[config.mk]
export PLATFORM = sky130hd
export DESIGN_NAME = clk_divider_prog
export DESIGN_NICKNAME = d
export VERILOG_FILES = /design/src/rtl/clk_divider_prog_pkg.sv /design/src/rtl/clk_divider_prog.sv
export SDC_FILE = /design/constraint.sdc
export NUM_CORES = 1
export LEC_CHECK = 0
export CAP_MARGIN = 5
export CORE_MARGIN = 8
export CORE_UTILIZATION = 35
export CTS_BUF_LIST = sky130_fd_sc_hd__clkbuf_8
export CTS_CLUSTER_SIZE = 20
export DETAILED_ROUTE_END_ITERATION = 10
export PLACE_DENSITY = 0.62
export SLEW_MARGIN = 30
export SYNTH_ARGS = -nofsm -noshare
export SYNTH_HDL_FRONTEND = slang
export SYNTH_SLANG_ARGS = --single-unit
export TNS_END_PERCENT = 10
[constraint.sdc]
create_clock -name clk -period 3 [get_ports clk]
set_clock_uncertainty 0.1 [all_clocks]
set_input_delay 0.75 -clock clk [delete_from_list [all_inputs] [get_ports clk]]
set_output_delay 0.75 -clock clk [all_outputs]
set_load 0.01 [all_outputs]
[src/rtl/clk_divider_prog_pkg.sv]
`default_nettype none
// clk_divider_prog_pkg: shared constants and state encoding for the programmable clock divider.
// Revision 1.0
package clk_divider_prog_pkg;

  localparam int WIDTH_DEFAULT = 8;
  localparam int DIV_MIN       = 2;

  typedef enum logic [0:0] {
    ST_IDLE = 1'b0,
    ST_RUN  = 1'b1
  } div_state_t;

endpackage : clk_divider_prog_pkg
`default_nettype wire

[src/rtl/clk_divider_prog.sv]
`default_nettype none
// clk_divider_prog: registered divide-by-N clock with rise/fall strobes; ratio latched per period.
// Revision 1.0
module clk_divider_prog
  import clk_divider_prog_pkg::*;
#(
  parameter int WIDTH = WIDTH_DEFAULT
) (
  input  logic             clk,
  input  logic             rst_n,
  input  logic             en,
  input  logic [WIDTH-1:0] div,
  output logic             pclk,
  output logic             rise,
  output logic             fall,
  output logic [WIDTH-1:0] cnt
);

  localparam logic [WIDTH-1:0] C_DIV_MIN = WIDTH'(DIV_MIN);

  div_state_t       r_state, w_state;
  logic [WIDTH-1:0] r_cnt,   w_cnt;
  logic [WIDTH-1:0] r_nq,    w_nq;
  logic             r_pclk,  w_pclk;
  logic             r_rise,  w_rise;
  logic             r_fall,  w_fall;

  logic [WIDTH-1:0] w_div_eff;
  logic [WIDTH-1:0] w_high;
  logic [WIDTH-1:0] w_cnt_inc;
  logic             w_last;
  logic             w_inc_high;

  assign w_div_eff  = (div < C_DIV_MIN) ? C_DIV_MIN : div;
  // High phase is the ceiling half, so odd ratios spend the extra cycle high.
  assign w_high     = r_nq - (r_nq >> 1);
  assign w_cnt_inc  = r_cnt + 1'b1;
  assign w_last     = (r_cnt == (r_nq - 1'b1));
  assign w_inc_high = (w_cnt_inc < w_high);

  always_comb begin
    w_state = r_state;
    w_cnt   = r_cnt;
    w_nq    = r_nq;
    w_pclk  = r_pclk;
    w_rise  = 1'b0;
    w_fall  = 1'b0;
    if (!en) begin
      w_state = ST_IDLE;
      w_cnt   = '0;
      w_pclk  = 1'b0;
      w_fall  = r_pclk;
    end else if ((r_state == ST_IDLE) || w_last) begin
      // Period boundary: the only place a new ratio is accepted.
      w_state = ST_RUN;
      w_cnt   = '0;
      w_nq    = w_div_eff;
      w_pclk  = 1'b1;
      w_rise  = 1'b1;
    end else begin
      w_cnt   = w_cnt_inc;
      w_pclk  = w_inc_high;
      w_fall  = r_pclk & ~w_inc_high;
    end
  end

  always_ff @(posedge clk) begin
    if (!rst_n) begin
      r_state <= ST_IDLE;
      r_cnt   <= '0;
      r_nq    <= C_DIV_MIN;
      r_pclk  <= 1'b0;
      r_rise  <= 1'b0;
      r_fall  <= 1'b0;
    end else begin
      r_state <= w_state;
      r_cnt   <= w_cnt;
      r_nq    <= w_nq;
      r_pclk  <= w_pclk;
      r_rise  <= w_rise;
      r_fall  <= w_fall;
    end
  end

  assign pclk = r_pclk;
  assign rise = r_rise;
  assign fall = r_fall;
  assign cnt  = r_cnt;

endmodule : clk_divider_prog
`default_nettype wire

# Yosys cells after proc, flatten, opt, wreduce, memory -nomap -nowiden
# Cells that the tools add are included.
# totals
register_bits	20
latchBits	0
ramBits	0
romBits	0
inputBits	11
memories	0
# classes
add_sub_neg	3
mul	0
n_div	0
magnitude_cmp	2
eq_ne	1
shift	0
muxes	5
n_bitwise	5
reduce_logical	4
# op_table
op	count
adder 8 x 1 -> 8 bit (second input constant)	1
== test 8 bit	1
< comparator 8 x 2 -> 1 bit (second input constant)	1
< comparator 8 bit	1
2-to-1 mux 8 bit	1
subtractor 8 x 1 -> 8 bit (second input constant)	1
subtractor 8 x 7 -> 8 bit	1
2-to-1 mux 1 bit	4
NOT 1 bit	4
AND reduction 2 bit	2
OR reduction 3 bit	1
AND 1 bit	1
logical OR 1 bit	1

# Depth between registers and ports, before layout
# depth
ltp_word	6
depth_mapped	15
depth_no_buf	15

# Least setup slack after synthesis
# Ideal clock, no wire load.
# synth_timing
kind	reg-to-reg
startpoint	register r_nq[1]
endpoint	register r_fall, in the netlist fall
setup_time_ps	139
t_arrival_ps	2650
required_ps	2761
setup_slack_ps	111
path_stages_with_launch	14
path_buffers	0
period_less_slack_ps	2889
cell_sequence	dfxtp_1 -> inv_1 -> ha_1 -> o21bai_1 -> a21oi_1 -> nor2_1 -> o21ba_2 -> o41a_1 -> xnor2_1 -> ha_1 -> o211ai_1 -> a21oi_1 -> a2111oi_0 -> nor3_1
# synth_via
elab_chain_len	6
elab_cells_between_ends	9
cone_classes	2 x add/sub; 1 x order compare; 1 x eq/ne; 2 x mux; 2 x bitwise; 1 x reduce/logical
# synth_rtl
element	line	text
start: declaration	clk_divider_prog.sv:23	logic [WIDTH-1:0] r_nq, w_nq;
start signal: assignment	clk_divider_prog.sv:78	r_nq <= w_nq;
subtractor 8 x 7 -> 8 bit	clk_divider_prog.sv:36	assign w_high = r_nq - (r_nq >> 1);
< comparator 8 bit	clk_divider_prog.sv:39	assign w_inc_high = (w_cnt_inc < w_high);
NOT 1 bit	clk_divider_prog.sv:63	w_fall = r_pclk & ~w_inc_high;
AND 1 bit	clk_divider_prog.sv:63	
2-to-1 mux 1 bit (*)	clk_divider_prog.sv:53	end else if ((r_state == ST_IDLE) || w_last) begin
2-to-1 mux 1 bit (*)	clk_divider_prog.sv:48	if (!en) begin
end signal: assignment	clk_divider_prog.sv:81	r_fall <= w_fall;
end: declaration	clk_divider_prog.sv:26	logic r_fall, w_fall;
# Every way passes the cells marked *; elsewhere a longest branch is shown, timed or not.
# A chain may end at the register's enable or synchronous reset.

# Worst setup path after layout
# layout_timing
startpoint	register r_nq[1]
endpoint	register r_pclk, in the netlist pclk
# layout_via
elab_chain_len	4
elab_cells_between_ends	6
cone_classes	2 x add/sub; 1 x order compare; 1 x eq/ne; 1 x mux; 1 x reduce/logical
# layout_rtl
element	line	text
parallel branches: the longest is 3 deep, another holds subtractor 8 x 7 -> 8 bit	-	
2-to-1 mux 1 bit (*)	clk_divider_prog.sv:53	
end signal: assignment	clk_divider_prog.sv:79	r_pclk <= w_pclk;
end: declaration	clk_divider_prog.sv:24	logic r_pclk, w_pclk;
# Every way passes the cells marked *.

==> flow_metrics.env <==
export IMPL_p_leak_nw=0.833
export IMPL_slew_violations=0
export IMPL_worst_pin_slew_ns=0.413
export IMPL_die_x_um=81.3
export IMPL_min_from="pclk"
export IMPL_hold_viol=0
export IMPL_cts_sinks=20
export IMPL_rows=23
export IMPL_drt_iter0_drc=55
export IMPL_start_kind="flop"
export IMPL_die_height_um=81.3
export IMPL_start_util_pct=36.8
export IMPL_post_cts_setup_buffers=0
export IMPL_io_pins=22
export IMPL_core_area_mm2=0.00406
export IMPL_hpwl_um=2600
export IMPL_fmax_ghz=0.360
export IMPL_grt_pass1_vias=1205
export IMPL_numCtsBuffers=3
export IMPL_yosysSeqAreaShare_pct=26.8
export IMPL_synthTopCellsByArea="dfxtp_1 (27%), ha_1 (19%), xnor2_1 (10%)"
export IMPL_netlist_area_mm2=0.00149
export IMPL_rr_worst_depth=14
export IMPL_status="finished clean"
export IMPL_syn2layout_area_growth_pct=30.4
export IMPL_grt_max_degree=13
export IMPL_final_setup_tns_ns=0
export IMPL_yosys_area_top_type="dfxtp_1"
export IMPL_dieArea_mm2=0.00661
export IMPL_ir_drop_mv=0.200
export IMPL_final_nets=241
export IMPL_via_per_inst=4.56
export IMPL_wirelength_um=3150
export IMPL_whs_endpoint="fall"
export IMPL_cts_tree="yes"
export IMPL_rsz0062_at_grt="no"
export IMPL_synthDistinctLibCells=34
export IMPL_final_cell_mix="ha_1 (22), clkdlybuf4s50_1 (21), nand2_1 (18), dfxtp_1 (18)"
export IMPL_yosysTopAreaCellShare_pct=26.8
export IMPL_drc=0
export IMPL_syn_inst=169
export IMPL_port_buffers=21
export IMPL_end_kind="flop"
export IMPL_synth_nets=204
export IMPL_cts_root_buf="clkbuf_8"
export IMPL_reg2reg_from="r_nq[1]"
export IMPL_yosys_warnings=0
export IMPL_max_slew_margin_rel_pct=72.2
export IMPL_via_count=1164
export IMPL_antenna_left=0
export IMPL_timing_rr_end="pclk"
export IMPL_grt_overflow_total=0
export IMPL_worstSetupPathType="reg2reg"
export IMPL_powerDensity_mw_per_mm2=409
export IMPL_grt_use_total_pct=10.6
export IMPL_dr_pass1_iters=4
export IMPL_ctsHoldBuffers=0
export IMPL_multi_input_area_mm2=0.00103
export IMPL_clkLatencyLatePin_ns=0.26
export IMPL_synth_seq_cells=20
export IMPL_cp_required_ns=3.07
export IMPL_antenna_found_initial=0
export IMPL_rrSetupSlack_ns=0.22
export IMPL_worstPathArrival_ns=2.85
export IMPL_n_antenna_cell=0
export IMPL_whs_path_depth=2
export IMPL_avgRoutedWirePerCell_um=12.3
export IMPL_setup_viol=0
export IMPL_clockBufferDepth=2
export IMPL_gp_congestion=0.856
export IMPL_worst_path_max_fanout=5
export IMPL_hold_path_class="reg2reg"
export IMPL_grt_first_pass_wirelength_um=5510
export IMPL_clk_pin_slew_ns=0.08
export IMPL_max_cap_violations=0
export IMPL_final_period_utilization_pct=92.7
export IMPL_hold_slack_ns=0.344
export IMPL_nFillCells=412
export IMPL_finalCriticalPeriod_ns=2.78
export IMPL_avgSynthCellArea_um2=8.83
export IMPL_final_common_cell="ha_1"
export IMPL_drive_gt1_share_pct=13.2
export IMPL_regArea_um2=403
export IMPL_htreeDepth=1
[kinds of logic (layout without fill, tap and decap cells)]
kind of cell	count (synthesis)	after routing	share of synthesized area [%]
flops	20	20	26.8
simple gates	48	48	15.3
mux	6	6	4.02
fa+ha+maj	24	24	20.6
compound gates	26	26	13.4
buf+inv	21	57	5.78
xor+xnor	24	24	14.1
[report_power, final]
group	leakage, nW	total (W)	internal [W]	switching, W
Combinational	0.633	0.000239	0.000127	0.000112
Clock	0.0357	0.000275	0.000178	0.0000968
Sequential	0.163	0.000283	0.000276	0.00000692
[state kept, by name (all words and copies together) (netlist names)]
name	flops
cnt	8
r_state	1
fall	1
pclk	1
rise	1
r_nq	8
[critical path, stage by stage, from the launching register on]
cell	delay [ns]
dfxtp_2	0.37
inv_1	0.07
ha_1	0.27
o21bai_1	0.07
a21oi_1	0.17
nor2_1	0.06
o21ba_2	0.20
o41a_1	0.32
xnor2_1	0.13
ha_1	0.31
o211ai_1	0.09
a21oi_1	0.18
a2111oi_2	0.05
buf_4	0.13
o21a_1	0.15
[routing by layer]
layer	vias up	track usage [%]	wire length, µm
met2	26	16.4	1320
met5	-	0	0
met1	502	14.1	1660
met4	0	2.14	13
li1	634	-	-
met3	2	3.31	157
[final cells by class]
type	count	area share, %
Clock inverter	1	1.54
Multi-Input combinational cell	128	52.8
Tap cell	50	3.21
Timing Repair Buffer	35	16.2
Clock buffer	3	2.12
Inverter	18	3.47
Sequential cell	20	20.7
[cell usage after synthesis]
master and number:
o21bai_1 2, a211oi_1 2, ha_1 23, o21ai_0 1, o41a_1 1, a21oi_1 5, o21a_1 4, fa_1 1
and3_1 2, mux2i_1 6, nor4_1 1, o211ai_1 2, nor2b_1 6, buf_6 1, nand2b_1 4, inv_1 18
nand3b_1 1, and2_1 1, o32a_2 1, o31ai_1 1, a21boi_1 1, nor2_1 8, xor2_1 7, o21ba_2 1
nor3_1 2, a21boi_0 2, a21o_1 1, nand2_1 18, a2111oi_0 1, xnor2_1 17, dfxtp_1 20, clkbuf_1 2
nand3_1 5, o41ai_2 1
[worst max-delay path by stage]
stage | start | endpoint | slack, ns | cells after the start
after detailed placement | r_nq[1] | pclk | 0.01 | 14
after global routing | r_nq[1] | pclk | 0.01 | 14
after floorplan | r_nq[1] | fall | 0.11 | 13
after global placement | r_nq[1] | fall | 0.04 | 14
final | r_nq[1] | pclk | 0.22 | 14
after CTS | r_nq[2] | pclk | 0.01 | 14
[per-stage QoR]
step | util (%) | worst slack [ns] | total power (W) | area (µm²) | std cells
after floorplan | - | 0.111 | 0.000451 | 1490 | 169
after global placement | 45.6 | 0.0431 | 0.000520 | 1850 | 251
after detailed placement | 45.6 | 0.0140 | 0.000523 | 1850 | 251
after CTS | 47.5 | 0.0146 | 0.000803 | 1930 | 255
after global routing | 48.0 | 0.0109 | 0.000849 | 1950 | 255
final | 48.0 | 0.219 | 0.000797 | 1950 | 255
[repair_timing]
| item | in CTS | in global routing |
|---|---|---|
| pin swaps | 0 | 4 |
| resized for setup | 2 | 5 |
| endpoints found under the setup margin | 2 | 2 |
(Power assumes the default switching activity.)
